`src/rtl/instr_fetch.sv`:
```
// instr_fetch: instruction fetch sequencer.
// The block fetches one 16-bit word from instruction memory at the current pc.
// It then issues the word to the control unit and waits for done before
// fetching the next word. A HALT word (16'hE000) parks the block until reset.
// All outputs come straight from registers.
module instr_fetch #(
  parameter int ADDR_W = 8
) (
  input  logic              clk,
  input  logic              rst,        // asynchronous, active-low
  input  logic              run,
  output logic              mem_rd,
  output logic [ADDR_W-1:0] mem_addr,
  input  logic [15:0]       mem_data,
  input  logic              mem_valid,
  output logic [15:0]       instr,
  output logic              new_instr,
  input  logic              done,
  input  logic              pc_load,
  input  logic [ADDR_W-1:0] pc_d,
  output logic [ADDR_W-1:0] pc,
  output logic              halted
);

  // Encoded sequencer states. S_ISSUE lasts exactly one cycle.
  typedef enum logic [2:0] {
    S_IDLE  = 3'd0,
    S_FETCH = 3'd1,
    S_ISSUE = 3'd2,
    S_EXEC  = 3'd3,
    S_HALT  = 3'd4
  } state_t;

  localparam logic [15:0] HALT_WORD = 16'hE000;

  // HALT is the single word with opcode 3'b111 and every other bit clear.
  function automatic logic is_halt(input logic [15:0] word);
    return (word == HALT_WORD);
  endfunction

  state_t            r_state;
  logic [ADDR_W-1:0] r_pc;
  logic [15:0]       r_instr;
  logic              r_mem_rd;
  logic              r_new_instr;
  logic              r_halted;
  logic [ADDR_W-1:0] w_pc_inc;

  // The increment is modulo 2^ADDR_W, so the all-ones pc wraps to zero.
  assign w_pc_inc = r_pc + {{(ADDR_W-1){1'b0}}, 1'b1};

  // Sequencer. Every output is registered, so each output is set on the
  // transition into the state where that output must be visible.
  always_ff @(posedge clk or negedge rst) begin
    if (!rst) begin
      r_state     <= S_IDLE;
      r_pc        <= {ADDR_W{1'b0}};
      r_instr     <= 16'h0000;
      r_mem_rd    <= 1'b0;
      r_new_instr <= 1'b0;
      r_halted    <= 1'b0;
    end else begin
      // new_instr is a one-cycle pulse. It is raised only on a fetch capture.
      r_new_instr <= 1'b0;
      case (r_state)
        S_IDLE: begin
          r_halted <= 1'b0;
          if (run) begin
            r_state  <= S_FETCH;
            r_mem_rd <= 1'b1;
          end else begin
            r_state  <= S_IDLE;
            r_mem_rd <= 1'b0;
          end
        end

        S_FETCH: begin
          r_halted <= 1'b0;
          // run and pc_load are not looked at here. A started fetch always completes.
          if (mem_valid) begin
            r_instr     <= mem_data;
            r_pc        <= w_pc_inc;
            r_mem_rd    <= 1'b0;
            // Decide on the pulse now so that new_instr is high in the
            // S_ISSUE cycle, one cycle after mem_valid.
            r_new_instr <= !is_halt(mem_data);
            r_state     <= S_ISSUE;
          end else begin
            r_mem_rd <= 1'b1;
            r_state  <= S_FETCH;
          end
        end

        S_ISSUE: begin
          r_mem_rd <= 1'b0;
          if (is_halt(r_instr)) begin
            r_state  <= S_HALT;
            r_halted <= 1'b1;
          end else begin
            r_state  <= S_EXEC;
            r_halted <= 1'b0;
          end
        end

        S_EXEC: begin
          r_halted <= 1'b0;
          // A jump taken together with done makes the next fetch use pc_d.
          if (pc_load) begin
            r_pc <= pc_d;
          end else begin
            r_pc <= r_pc;
          end
          if (done) begin
            if (run) begin
              r_state  <= S_FETCH;
              r_mem_rd <= 1'b1;
            end else begin
              r_state  <= S_IDLE;
              r_mem_rd <= 1'b0;
            end
          end else begin
            r_state  <= S_EXEC;
            r_mem_rd <= 1'b0;
          end
        end

        S_HALT: begin
          // Only reset leaves this state. run, done and pc_load are ignored.
          r_state  <= S_HALT;
          r_mem_rd <= 1'b0;
          r_halted <= 1'b1;
        end

        default: begin
          // An illegal encoding falls back to a quiet idle.
          r_state  <= S_IDLE;
          r_mem_rd <= 1'b0;
          r_halted <= 1'b0;
        end
      endcase
    end
  end

  assign mem_rd    = r_mem_rd;
  assign mem_addr  = r_pc;
  assign pc        = r_pc;
  assign instr     = r_instr;
  assign new_instr = r_new_instr;
  assign halted    = r_halted;

endmodule
```
`config.mk`:
```
export PLATFORM = sky130hd
export DESIGN_NAME = instr_fetch
export DESIGN_NICKNAME = d
export VERILOG_FILES = /design/src/rtl/instr_fetch.sv
export SDC_FILE = /design/constraint.sdc
export NUM_CORES = 1
export LEC_CHECK = 0
export ABC_AREA = 0
export CORE_MARGIN = 2
export CORE_UTILIZATION = 38
export CTS_CLUSTER_DIAMETER = 150
export DETAILED_ROUTE_END_ITERATION = 12
export GPL_ROUTABILITY_DRIVEN = 0
export GPL_TIMING_DRIVEN = 0
export PLACE_DENSITY = 0.77
export SYNTH_ARGS = -nofsm -noshare
export SYNTH_HDL_FRONTEND = slang
export SYNTH_SLANG_ARGS = --single-unit
```
`constraint.sdc`:
```
create_clock -name clk -period 1.5 [get_ports clk]
set_clock_uncertainty 0.05 [all_clocks]
set_input_delay 0.225 -clock clk [delete_from_list [all_inputs] [get_ports clk]]
set_output_delay 0.225 -clock clk [all_outputs]
set_load 0.01 [all_outputs]
```
# Word-level counts from Yosys, hierarchy flattened
# Cells that the tools add are included.
[totals]
output_inout_bits = 35
word_cells = 36
reg_bits = 30
inputBits = 30
[classes]
eq_ne = 8
add_sub_neg = 1
reduce_logical = 5
muxes = 16
[op_table]
columns = ["cell", "count"]
rows = [
  ["== test 16 bit, second input constant", 2],
  ["two-way mux 8 bit", 2],
  ["one-hot mux 8 bit (2 select lines)", 1],
  ["one-hot mux 3 bit (5 select lines)", 1],
  ["adder 8 x 1 -> 8 bit, second input constant", 1],
  ["two-way mux 1 bit", 7],
  ["== test 3 x 2 -> 1 bit, second input constant", 2],
  ["two-way mux 3 bit", 2],
  ["inequality test 2 bit, second input constant", 2],
  ["== test 3 x 1 -> 1 bit, second input constant", 1],
  ["== test 3 bit, second input constant", 1],
  ["zero test 3 bit", 1],
  ["one-hot mux 1 bit (3 select lines)", 1],
  ["AND reduction 3 bit", 1],
  ["two-way mux 2 bit", 1],
  ["one-hot mux 1 bit (2 select lines)", 1],
  ["AND reduction 2 bit", 1],
  ["nonzero test 2 bit", 1],
  ["zero test 1 bit", 1],
]

# Logic depth before layout (Yosys ltp)
[logic_depth]
ltp_word = 4
depth_mapped = 6
depth_no_buf = 4

# Least setup slack after synthesis
# Ideal clock, no wire load.
[synth_path]
path_kind = "flip-flop to flip-flop"
from = "register r_state[1]"
to = "register r_instr[10] (netlist: instr[10])"
path_buffers = 2
period_less_slack_ns = 1.563
setup_slack_ns = -0.063
setup_time_ns = 0.125
arrival_time_ns = 1.388
required_time_ns = 1.325
stages_incl_launch_ff = 7
path_cell_list = "dfrtp_1 buf_2 nor2b_4 nand2_2 nor2_4 buf_6 mux2_2"
[synth_between]
elab_chain_len = 2
[synth_rtl]
columns = ["element", "line", "rtl"]
rows = [
  ["start, declared", "41", "state_t r_state;"],
  ["start signal, assigned", "56", "r_state <= S_IDLE;"],
  ["start signal, assigned", "69", "r_state <= S_FETCH;"],
  ["start signal, assigned", "72", "r_state <= S_IDLE;"],
  ["== test 3 x 1 -> 1 bit", "65", "case (r_state)"],
  ["AND reduction 2 bit (no line)", "n/a", ""],
  ["end signal, assigned", "81", "r_instr <= mem_data;"],
  ["end, declared", "43", "logic [15:0] r_instr;"],
]
# Every way passes these cells.
# A chain may end at the register's enable or synchronous reset.

# Worst setup path after layout
[layout_path]
from = "register r_state[1]"
to = "register r_instr[6] (netlist: instr[6])"
# Same word-level chain as after synthesis.

==> summary.txt <==
Status
  • Status: finished with violations
  • Failing checks: setup timing

Floorplan
  • Initial Utilization: 0.391
  • Row Count: 23
  • Die Ht: slightly below 70 µm
  • Ports: 65
  • Die footprint: 4590 µm²
  • Core Area: 3940 µm²
  • Die Span X: between 60 and 70 µm

Yosys
  • Area share of the largest cell type after synthesis: 0.487
  • Top cells by count, synth: dfrtp_1 (30), mux2_2 (16), a21oi_1 (11)
  • Ys flop type: dfrtp_1
  • Syn_nets: 172
  • Most frequent cell after synthesis: dfrtp_1
  • Most area-consuming cells after synthesis: dfrtp_1 (49%), mux2_2 (12%), buf_4 (3.9%), a21oi_1 (3.6%), o21ai_0 (2.9%)
  • Number of enable flip-flop cells after synthesis: 0
  • Netlist cell types: 41
  • Syn. warnings: 0
  • FFs w/ async S/R, synth: 1.00
  • Post-Syn Instances: approximately 140
  • Post-synth top area cell: dfrtp_1
  • Post-Syn Area: 1540 µm²
  • Sequential share of the synthesized area: 0.487
  • Syn Area/Cell: roughly 11 µm²
  • Flops & latches, synth: 30

Timing
  • Final setup margin: -0.101 ns
  • Normalized max-slew margin: 0.549
  • Fin crit period: 1.60 ns
  • Tightest Pin Transition: about 0.68 ns
  • # setup viols final: 18
  • RSZ-0062 raised after global routing: true
  • Fin. max-slew vios: 0
  • Fin crit share: 1.07
  • Setup TNS: -1.34 ns
  • F_max: 0.625 GHz
  • Final hold vios: 0

CTS
  • H-tree depth: 2
  • Root Driver: clkbuf_8
  • CTS tree: done
  • Clock Sink Count: 30
  • Clock slew at reported path FFs: about 0.06 ns
  • CTS Buffer Depth: 2
  • Worst-skew pair later-pin latency: 0.29 ns
  • Total CTS buffers: 5

Hold path
  • Hold WC Path Type: in -> async

Critical path
  • Setup crit start kind: flop
  • Worst reg2reg setup slack: -0.10 ns
  • Worst reg2reg startpoint: r_state[1]$_DFF_PN0_
  • Reg2reg end: instr[6]$_DFFE_PN0P_
  • Worst-path maximum fanout: 5
  • Crit end category: flop
  • CP arrival: 1.72 ns
  • R2R depth: 6
  • CP Class: reg -> reg
  • Worst Path Required: about 1.6 ns

Routing
  • DR vias/cell: 5.16
  • Total wire length: approximately 4500 µm
  • Routed length per instance: ~16 µm
  • Antenna viol nets, final: 0
  • Vias: 1496
  • DRC violations left: 0
  • Drt initial violations: 96
  • First drt pass iteration count: 4

Pwr
  • Pwr Density: around 2000 nW/µm²
  • Maximum VDD drop: around 1.1 mV
  • Pleak: between 1 and 1.5 nW

Finish
  • Post-layout utilization of the core: 0.686
  • Synth-to-layout area growth: 75.3%
  • Layout cells sized above 1: 0.350
  • Register Area: 753 µm²
  • Fillers: 316
  • # diodes: 0
  • Fin cells: 290
  • NumNets Final: 271
  • Final Cell Area: 2710 µm²
  • Area of the multi-input gates: 800 µm²

Placement
  • Placed Cells: 255
  • Detail Placement HPWL: 2850 µm
  • IO Port Bufs: between 60 and 70
  • Placed cell area: 2290 µm²

Global routing
  • Initial antenna violation count: 0
  • First-pass GRT wire length: 6760 µm
  • Largest net degree at the start of global routing: 31
  • Vias in the first global route: 1465
  • Gr usage total: 0.201
  • GR Overflow Total: 0

Run
  • Maxcap violations: 0
## area by class of cell
class                   instances  share of cell area
clock buffers                   7              0.0282
repair buffers                 94               0.331
plain buffers                  13              0.0407
flip-flops and latches         30               0.278
inverters                       2             0.00278
multi-input cells              94               0.296
well taps                      50              0.0231
## worst max-delay path by stage
stage | from | end | slack [ns] | depth (start not counted)
after global placement | mem_valid | instr[11]$_DFFE_PN0P_ | -0.44 | 6
after CTS | instr[6]$_DFFE_PN0P_ | r_state[2]$_DFF_PN0_ | -0.08 | 4
final | r_state[1]$_DFF_PN0_ | instr[6]$_DFFE_PN0P_ | -0.10 | 6
after detailed placement | mem_valid | instr[14]$_DFFE_PN0P_ | -0.45 | 6
after global routing | r_state[1]$_DFF_PN0_ | instr[12]$_DFFE_PN0P_ | -0.15 | 6
after floorplan | r_state[1]$_DFF_PN0_ | instr[10]$_DFFE_PN0P_ | -0.06 | 6
## report_power, final
group / total, W / internal (W) / switching (W)
Sequential: 0.00158 / 0.00120 / 0.000379
Combinational: 0.00327 / 0.00196 / 0.00131
Clock: 0.000603 / 0.000318 / 0.000284
## layout by cell type (no fill, tap or decap), types with 5 or more instances in the layout
cell type / instances
buf_4: 30
dfrtp_1: 28
nand2_1: 9
clkdlybuf4s50_1: 33
dlygate4sd2_1: 19
mux2_4: 16
o21ai_0: 6
clkbuf_8: 5
buf_6: 9
dlymetal6s2s_1: 11
a21oi_1: 8
## registers in the layout (all words and copies together), names as in the netlist
name and cells:
mem_addr 8, instr 16, mem_rd 1, halted 1, r_state 3, new_instr 1
## per-stage QoR
step / worst slack, ns / hold slack [ns] / power [W]
after global routing: -0.145 / 0.494 / 0.00584
final: -0.101 / 0.468 / 0.00545
after floorplan: -0.0607 / -0.121 / 0.00306
after global placement: -0.438 / 0.480 / 0.00426
after CTS: -0.0807 / 0.369 / 0.00517
after detailed placement: -0.451 / 0.475 / 0.00435
## repair_timing
action                                 4_1_cts  5_1_grt
hold buffers                                 0        1
gates cloned                                 1        2
setup buffers                               19        8
pin swaps                                    6       12
setup endpoints to repair                   80       41
gates resized for setup                     27       45
endpoints found under the hold margin        0       30
## worst max-delay path: stages (launching register included)
cell	delay [ns]
dfrtp_1	0.39
buf_6	0.14
nor2b_4	0.12
nand2_2	0.08
nor2_4	0.22
buf_6	0.17
mux2_4	0.30
## kinds of logic (layout without fill, tap and decap cells)
logic type      Yosys count  count (layout)  synth area share
simple gates             41              41             0.174
compound gates           35              35             0.140
mux                      17              17             0.123
fa+ha+maj                 1               1           0.00811
buf+inv                  17             116            0.0689
flops                    30              30             0.487
## routing by layer
| layer | GRT usage | up-vias | wire (µm) |
|---|---|---|---|
| li1 | - | 709 | - |
| met1 | 0.225 | 720 | 1740 |
| met2 | 0.359 | 61 | 2370 |
| met3 | 0.0717 | 6 | 345 |
| met4 | 0.0536 | 0 | 55 |
| met5 | 0 | - | 0 |
No activity file was read; power rests on OpenSTA's default activity.
==> edit, RTL diff (same settings) <==
Put one more register stage on the output `mem_addr`, without a reset. The value now appears one clock later. The other outputs are not delayed to match.
--- a/src/rtl/instr_fetch.sv
+++ b/src/rtl/instr_fetch.sv
@@ -142,7 +142,9 @@
   end
 
   assign mem_rd    = r_mem_rd;
-  assign mem_addr  = r_pc;
+  always_ff @(posedge clk) begin
+    mem_addr <= r_pc;
+  end
   assign pc        = r_pc;
   assign instr     = r_instr;
   assign new_instr = r_new_instr;
Behaviour: not the same (Yosys sat finds a counterexample within 4 cycles, from zero or initial values and one cycle with rst low).
==> edit against the unedited design <==
  * The flow still finishes with violations (setup timing)
  * Sequential cell count increased by 8
  * Total power is 5.5% higher
  * Setup slack got worse by 0.016 ns
  * Fmax decreased by 1.0%
  * Design area is 1.2% higher
  * Synthesized cell count unchanged
  * Count of clock-buffer cells in the layout rose by 1
  * Non-clock buffer count is 17 lower
  * Final cell count shrank 2.8%
  * Synthesized area is 6.8% higher
  * Routed wire length decreased by 4.5%
  * Die area grew 6.4%
==> edit: results (changes against the unedited design) <==
metric	value	unit	change
cts_max_level	2		unchanged
cpLargestDelayFamily	simple AND/OR/NAND/NOR gates		unchanged
syn_nets	172		unchanged
worstReg2RegStart	instr[1]$_DFFE_PN0P_		was r_state[1]$_DFF_PN0_
ys_seq_area_share	55.3	%	was 48.7%
end_kind	register		unchanged
min-delay-path-class	register to register		was input port to async pin
r2r_cells	4		was 6
ir_worst_vdd	1030	uV	was 1140 uV
ant_nets	0		unchanged
start_kind	register		unchanged
timing.slew.headroom	55.4	%	was 54.9%
largest_reg_flops	16		unchanged
cts_buffers	5		unchanged
ys_types	42		was 41
timing.final.ws_setup	-0.117	ns	was -0.101 ns
ctsResizeCount	36		was 27
clkLatencyLatePin	0.28	ns	
whs_path_depth	0		
leakagePower	1.22	nW	was 1.29 nW
pre_cts_slack	-0.411	ns	was -0.451 ns
synth.avg_cell_area	11.7	um2	was 10.9 um2
timing.hold.ws	0.392	ns	was 0.468 ns
status	finished, violations left		unchanged
postCtsSetupRepairBufs	11		was 19
synth_area_leaders	dfrtp_1, mux2_2, dfxtp_1		was dfrtp_1, mux2_2, buf_4
worst_path_max_delay_cell	or3b_4		was dfrtp_1
synth_common_cells	dfrtp_1, mux2_2, a21oi_1		unchanged
critPathMaxFanout	2		was 5
async_flop_share	78.9	%	was 100%
dp_hpwl	2770	um	was 2850 um
clk_pin_slew	0.07	ns	
ys_warn_count	0		unchanged
drive_gt1_share	30.2	%	was 35.0%
max-clock-path-buffers	2		unchanged
port_buffers	64		unchanged
violations	setup timing		unchanged
slowest_delay	0.43	ns	was 0.39 ns
dr.pass1.iters	4		unchanged
wire_per_inst	15.3	um	was 15.5 um
grt_pass1_vias	1435		was 1465
finalSetupViolations	12		was 18
grt_pass1_wl	6870	um	was 6760 um
wirelength	4300	um	was 4510 um
dp_cells	255		unchanged
hold_path.startpoint	pc[7]$_DFFE_PN0P_		
worstHoldEndpoint	mem_addr[7]$_DFF_P_		
antennaDiodeCount	0		unchanged
arrival	1.78	ns	was 1.72 ns
drt_iter0_markers	98		was 96
reg2reg_to	r_state[2]$_DFF_PN0_		was instr[6]$_DFFE_PN0P_
cts_root_buffer	clkbuf_8		unchanged
viasPerCell	5.26		was 5.16
grt_usage	17.4	%	was 20.1%
-- edit: changes by cell type in the layout (fill, tap and decap cells not counted), moves of 2 or more --
cell | unedited run | this run
clkbuf_1 | 2 | 0
buf_6 | 9 | 6
dlymetal6s2s_1 | 11 | 4
dfxtp_1 | 0 | 8
buf_4 | 30 | 17
o21ai_1 | 1 | 4
clkdlybuf4s50_1 | 33 | 43
dlygate4sd2_1 | 19 | 16
o21ai_0 | 6 | 4
clkbuf_8 | 5 | 8
-- edit: power breakdown --
group,switching [mW],leakage [nW],total (mW),internal (mW)
combinational,1.26,0.742,3.04,1.77
clock,0.335,0.0575,0.799,0.464
sequential,0.395,0.423,1.91,1.51
-- edit: per-layer routing --
metal  vias to the layer above  global-route usage [%]  routed length, um
met5                         -                       0                  0
met4                         0                    4.27                 23
met3                         4                    7.22                416
met2                        75                    27.0               1990
met1                       706                    22.8               1870
li1                        699                       -                  -
-- edit: logic make-up (layout without fill, tap and decap cells) --
kind of cell / count (synthesis) / in the layout / synth area share, %
flops: 38 / 38 / 55.3
simple gates: 41 / 41 / 16.2
fa+ha+maj: 1 / 1 / 0.759
mux: 17 / 17 / 11.5
compound gates: 35 / 35 / 13.1
buf+inv: 9 / 100 / 3.11
-- edit: stage by stage --
step / area, um2 / TNS [ns]
6_report: 2740 / -0.371
5_1_grt: 2740 / -1.92
4_1_cts: 2600 / -0.682
3_5_place_dp: 2350 / -18.66
3_3_place_gp: 2350 / -18.17
2_1_floorplan: 1650 / -0.369
-- edit: area by class of cell --
| class | count | area (um2) |
|---|---|---|
| fillers | 333 | 1350 |
| flip-flops and latches | 38 | 912 |
| multi-input cells | 94 | 806 |
| repair buffers | 84 | 787 |
| clock buffers | 8 | 110 |
| well taps | 50 | 62.6 |
| plain buffers | 6 | 53.8 |
| inverters | 2 | 7.51 |
